[config.mk]
export PLATFORM = sky130hd
export DESIGN_NAME = bin_to_bcd_seq
export DESIGN_NICKNAME = d
export VERILOG_FILES = /design/src/rtl/bcd_pkg.sv /design/src/rtl/bcd_add3.sv /design/src/rtl/bin_to_bcd_seq.sv
export SDC_FILE = /design/constraint.sdc
export NUM_CORES = 1
export LEC_CHECK = 0
export BUFFER_PORTS_ARGS = -buffer_cell sky130_fd_sc_hd__buf_4
export CAP_MARGIN = 20
export CORE_MARGIN = 8
export CORE_UTILIZATION = 51
export CTS_CLUSTER_DIAMETER = 80
export DETAILED_ROUTE_END_ITERATION = 16
export PLACE_DENSITY = 0.75
export SLEW_MARGIN = 20
export SYNTH_ARGS = -nofsm -noshare
export SYNTH_HDL_FRONTEND = slang
export SYNTH_HIERARCHICAL = 1
export SYNTH_SLANG_ARGS = --single-unit
[constraint.sdc]
create_clock -name clk -period 1.7 [get_ports clk]
set_input_delay 0.34 -clock clk [delete_from_list [all_inputs] [get_ports clk]]
set_output_delay 0.34 -clock clk [all_outputs]
set_load 0.05 [all_outputs]
[src/rtl/bcd_pkg.sv]
// Shared constants and types for the binary-to-BCD converter and the 7-segment display path.
package bcd_pkg;

  localparam logic [3:0] BCD_MINUS = 4'hA;
  localparam logic [3:0] BCD_BLANK = 4'hF;

  typedef enum logic [1:0] {
    IDLE    = 2'd0,
    CONVERT = 2'd1,
    DONE    = 2'd2
  } bcd_state_t;

  // Smallest digit count d with 10^d > 2^(width-1), i.e. enough for any signed magnitude.
  function automatic int digits_needed(input int width);
    longint limit;
    longint pow10;
    int     d;
    limit = longint'(1) << (width - 1);
    pow10 = 1;
    d     = 0;
    for (int i = 0; i < 20; i++) begin
      if (pow10 <= limit) begin
        pow10 = pow10 * 10;
        d     = d + 1;
      end
    end
    return d;
  endfunction

endpackage

[src/rtl/bcd_add3.sv]
// One shift-add-3 correction cell: a BCD digit of 5 or more is pre-biased by 3 before the shift.
module bcd_add3 (
  input  logic [3:0] digit,
  output logic [3:0] adjusted
);

  assign adjusted = (digit >= 4'd5) ? digit + 4'd3 : digit;

endmodule

[src/rtl/bin_to_bcd_seq.sv]
// Multi-cycle signed binary to display-coded BCD converter (double dabble), one bit per clock,
// with valid/ready handshakes on both sides and optional leading-zero blanking.
module bin_to_bcd_seq
  import bcd_pkg::*;
#(
  parameter int WIDTH    = 8,
  parameter int DIGITS   = 3,
  parameter bit BLANK_LZ = 1'b1
) (
  input  logic                      clk,
  input  logic                      rst_i,
  input  logic [WIDTH-1:0]          bin_i,
  input  logic                      valid_i,
  output logic                      ready_o,
  output logic [4*(DIGITS+1)-1:0]   digits_o,
  output logic                      valid_o,
  input  logic                      ready_i
);

  localparam int BCD_W = 4 * DIGITS;
  localparam int CNT_W = $clog2(WIDTH + 1);

  if (WIDTH < 4 || WIDTH > 16) begin : g_bad_width
    $error("bin_to_bcd_seq: WIDTH must be in 4..16");
  end
  if (DIGITS < digits_needed(WIDTH)) begin : g_bad_digits
    $error("bin_to_bcd_seq: DIGITS too small for WIDTH");
  end

  bcd_state_t                state_reg;
  logic                      neg_reg;
  logic [WIDTH-1:0]          mag_reg;
  logic [BCD_W-1:0]          bcd_reg;
  logic [CNT_W-1:0]          cnt_reg;
  logic [4*(DIGITS+1)-1:0]   digits_reg;

  logic [WIDTH-1:0]          mag_in;
  logic [BCD_W-1:0]          bcd_adj;
  logic [BCD_W-1:0]          bcd_shift;
  logic [WIDTH-1:0]          mag_shift;
  logic [BCD_W-1:0]          disp_digits;
  logic [DIGITS:1]           lead_zero;
  logic [4*(DIGITS+1)-1:0]   digits_next;

  // Two's-complement negate in WIDTH bits; the most negative value lands on 2^(WIDTH-1) unsigned.
  assign mag_in = bin_i[WIDTH-1] ? (~bin_i + WIDTH'(1)) : bin_i;

  for (genvar gi = 0; gi < DIGITS; gi++) begin : g_add3
    bcd_add3 u_add3 (
      .digit    (bcd_reg[4*gi +: 4]),
      .adjusted (bcd_adj[4*gi +: 4])
    );
  end

  assign {bcd_shift, mag_shift} = {bcd_adj, mag_reg} << 1;

  // lead_zero[k] is set when digits k and above are all zero; the units digit is never blanked.
  assign lead_zero[DIGITS] = 1'b1;
  for (genvar gi = 1; gi < DIGITS; gi++) begin : g_lz
    assign lead_zero[gi] = lead_zero[gi+1] & (bcd_reg[4*gi +: 4] == 4'd0);
  end

  assign disp_digits[3:0] = bcd_reg[3:0];
  for (genvar gi = 1; gi < DIGITS; gi++) begin : g_disp
    assign disp_digits[4*gi +: 4] = (BLANK_LZ && lead_zero[gi]) ? BCD_BLANK : bcd_reg[4*gi +: 4];
  end

  assign digits_next = {(neg_reg ? BCD_MINUS : BCD_BLANK), disp_digits};

  always_ff @(posedge clk or posedge rst_i) begin
    if (rst_i) begin
      state_reg  <= IDLE;
      neg_reg    <= 1'b0;
      mag_reg    <= '0;
      bcd_reg    <= '0;
      cnt_reg    <= '0;
      digits_reg <= {(DIGITS+1){BCD_BLANK}};
    end else begin
      case (state_reg)
        IDLE: begin
          if (valid_i) begin
            neg_reg   <= bin_i[WIDTH-1];
            mag_reg   <= mag_in;
            bcd_reg   <= '0;
            cnt_reg   <= '0;
            state_reg <= CONVERT;
          end
        end
        CONVERT: begin
          if (cnt_reg == CNT_W'(WIDTH)) begin
            digits_reg <= digits_next;
            state_reg  <= DONE;
          end else begin
            bcd_reg <= bcd_shift;
            mag_reg <= mag_shift;
            cnt_reg <= cnt_reg + CNT_W'(1);
          end
        end
        DONE: begin
          if (ready_i) begin
            state_reg <= IDLE;
          end
        end
        default: state_reg <= IDLE;
      endcase
    end
  end

  assign ready_o  = (state_reg == IDLE);
  assign valid_o  = (state_reg == DONE);
  assign digits_o = digits_reg;

endmodule

==> flow_metrics.env <==
export IMPL_max_freq_ghz=0.6051
export IMPL_sw_frac_of_total_pct=43.57
export IMPL_diodes=0
export IMPL_cap_violations=0
export IMPL_via_per_inst=5.112
export IMPL_largest_reg_flops=13
export IMPL_clk_pin_slew_ps=80
export IMPL_path_class="flop to flop"
export IMPL_arrival_ps=1840
export IMPL_design_area_um2=2623
export IMPL_root_buffer="clkbuf_8"
export IMPL_vias=1728
export IMPL_end_kind="flop"
export IMPL_routabilityCongestion=0.7701
export IMPL_status="finished clean"
export IMPL_first_pass_iters=4
export IMPL_syn_mean_instance_area_um2=8.884
export IMPL_ant_nets=0
export IMPL_pwr_share_clk_pct=14.4
export IMPL_fin_tns_setup_ps=0
export IMPL_dieWidth_um=81.86
export IMPL_reg2reg_to="neg_reg$_DFFE_PP0P_"
export IMPL_rr_startpoint="cnt_reg[0]$_DFFE_PP0P_"
export IMPL_grt_pass1_wl_mm=7.617
export IMPL_report_final_slew_viol_count=0
export IMPL_pwr_share_seq_pct=34.7
export IMPL_skew_ps=4.270
export IMPL_total_power_mw=5.266
export IMPL_holdWs_ps=160.9
export IMPL_fin_cells=338
export IMPL_grt_max_degree=41
export IMPL_antenna_found_initial=0
export IMPL_crit_required_ps=1880
export IMPL_start_util_pct=51.88
export IMPL_die_h_um=81.86
export IMPL_power_density_nw_per_um2=2008
export IMPL_portBuffers=27
export IMPL_cp_start_kind="flop"
export IMPL_area_growth_pct=18.55
export IMPL_ios=30
export IMPL_drc=0
export IMPL_intPower_mw=2.971
export IMPL_syn_inst=249
export IMPL_rrSetupSlack_ps=50
export IMPL_cts_tree="done"
export IMPL_cts_hold_buf=0
export IMPL_n_fill_cell=377
export IMPL_grt_usage_pct=14.46
export IMPL_syn_area_um2=2212
export IMPL_regArea_um2=1017
export IMPL_wl_per_cell_um=13.17
export IMPL_hpwl_mm=3.229
export IMPL_cts_inserted_buffers=5
export IMPL_peakVddDrop_mv=1.057
export IMPL_post_dp_cell_area_um2=2472
export IMPL_crit_fanout=7
export IMPL_drt_wl_total_mm=4.452
export IMPL_clk_path_buf_depth=2
export IMPL_leakagePower_nw=1.307
export IMPL_drtIter0Drc=82
export IMPL_cts_sinks=40
export IMPL_hold_violations=0
export IMPL_finalSetupViolations=0
export IMPL_yosysWarnings=6
export IMPL_period_share_pct=97.21
export IMPL_r2r_cells=7
export IMPL_switching_power_mw=2.295
export IMPL_clk_insertion_delay_late_ps=290
export IMPL_rows=24
export IMPL_finalCriticalPeriod_ps=1653
export IMPL_multiInputGateArea_um2=1067
export IMPL_grt_pass1_vias=1721
export IMPL_hold_path_class="input pin to asynchronous set/reset pin"
export IMPL_core_area_um2=4264
export IMPL_die_area_um2=6701
export IMPL_fin_nets=306
export IMPL_overflow=0
export IMPL_cts_max_level=2
export IMPL_pwr_share_comb_pct=50.9
export IMPL_drive_above_1_share_pct=24.48
export IMPL_place_inst=325
worst max-delay path: stages (launching register included):
cell	delay (ps)
dfrtp_1	360
inv_1	80
ha_1	210
and3b_2	240
a21o_4	230
clkinv_4	70
nand2_4	50
mux2_4	300
through the flow:
stage | util [%] | setup slack [ps]
after floorplan | - | 134.2
after detailed placement | 57.98 | 23.31
after global placement | 57.98 | 78.88
after CTS | 60.68 | 17.07
after global routing | 61.50 | -4.329
final | 61.50 | 47.44
placed cells by master (no fill, tap or decap), types with 3 or more instances in the layout:
master	instances
nand3_1	16
xnor2_1	5
ha_1	9
nand2b_1	11
buf_4	39
o22a_1	4
nand2_1	69
dfrtp_1	27
a21oi_2	3
o211ai_1	3
nor2_1	10
mux2i_1	6
o21ai_0	15
dfstp_2	13
clkbuf_8	5
a21oi_1	3
inv_1	14
worst max-delay path by stage:
stage                                 from                       end  slack, ps  cells after the start
floorplan           cnt_reg[0]$_DFFE_PP0P_       neg_reg$_DFFE_PP0P_        130                      7
global placement    cnt_reg[0]$_DFFE_PP0P_       neg_reg$_DFFE_PP0P_         80                      7
detailed placement  cnt_reg[0]$_DFFE_PP0P_       neg_reg$_DFFE_PP0P_         20                      7
CTS                 cnt_reg[0]$_DFFE_PP0P_    cnt_reg[1]$_DFFE_PP0P_         20                      8
global route        cnt_reg[0]$_DFFE_PP0P_  digits_o[11]$_DFFE_PP1P_         -4                      7
finish              cnt_reg[0]$_DFFE_PP0P_       neg_reg$_DFFE_PP0P_         50                      7
area by class of cell:
type	count	area share (%)
clock buffers	6	2.767
clock inverters	2	1.336
inverters	15	2.338
multi-input cells	183	40.70
flip-flops and latches	40	38.79
well taps	52	2.481
repair buffers	40	11.59
power groups by stage:
stage | combinational, mW | clock, mW | sequential [mW]
floorplan | 1.54 | 0 | 2.28
global placement | 2.55 | 0 | 1.82
detailed placement | 2.62 | 0 | 1.85
CTS | 2.65 | 0.776 | 1.83
global route | 2.96 | 0.826 | 1.89
finish | 2.68 | 0.760 | 1.83
routing by layer:
metal  up-vias  global-route usage [%]  share of wire (%)
li1        890                       -                  -
met1       793                   16.75                 46
met2        41                   25.41                 48
met3         4                   4.267                5.8
met4         0                   3.684               0.72
met5         -                       0                  0
repair_timing:
| action | in CTS | in global routing |
|---|---|---|
| pin swaps | 0 | 1 |
| gates resized for setup | 0 | 2 |
| endpoints found under the setup margin | 2 | 25 |
| setup buffers | 1 | 4 |
No activity file was read; power rests on OpenSTA's default activity.
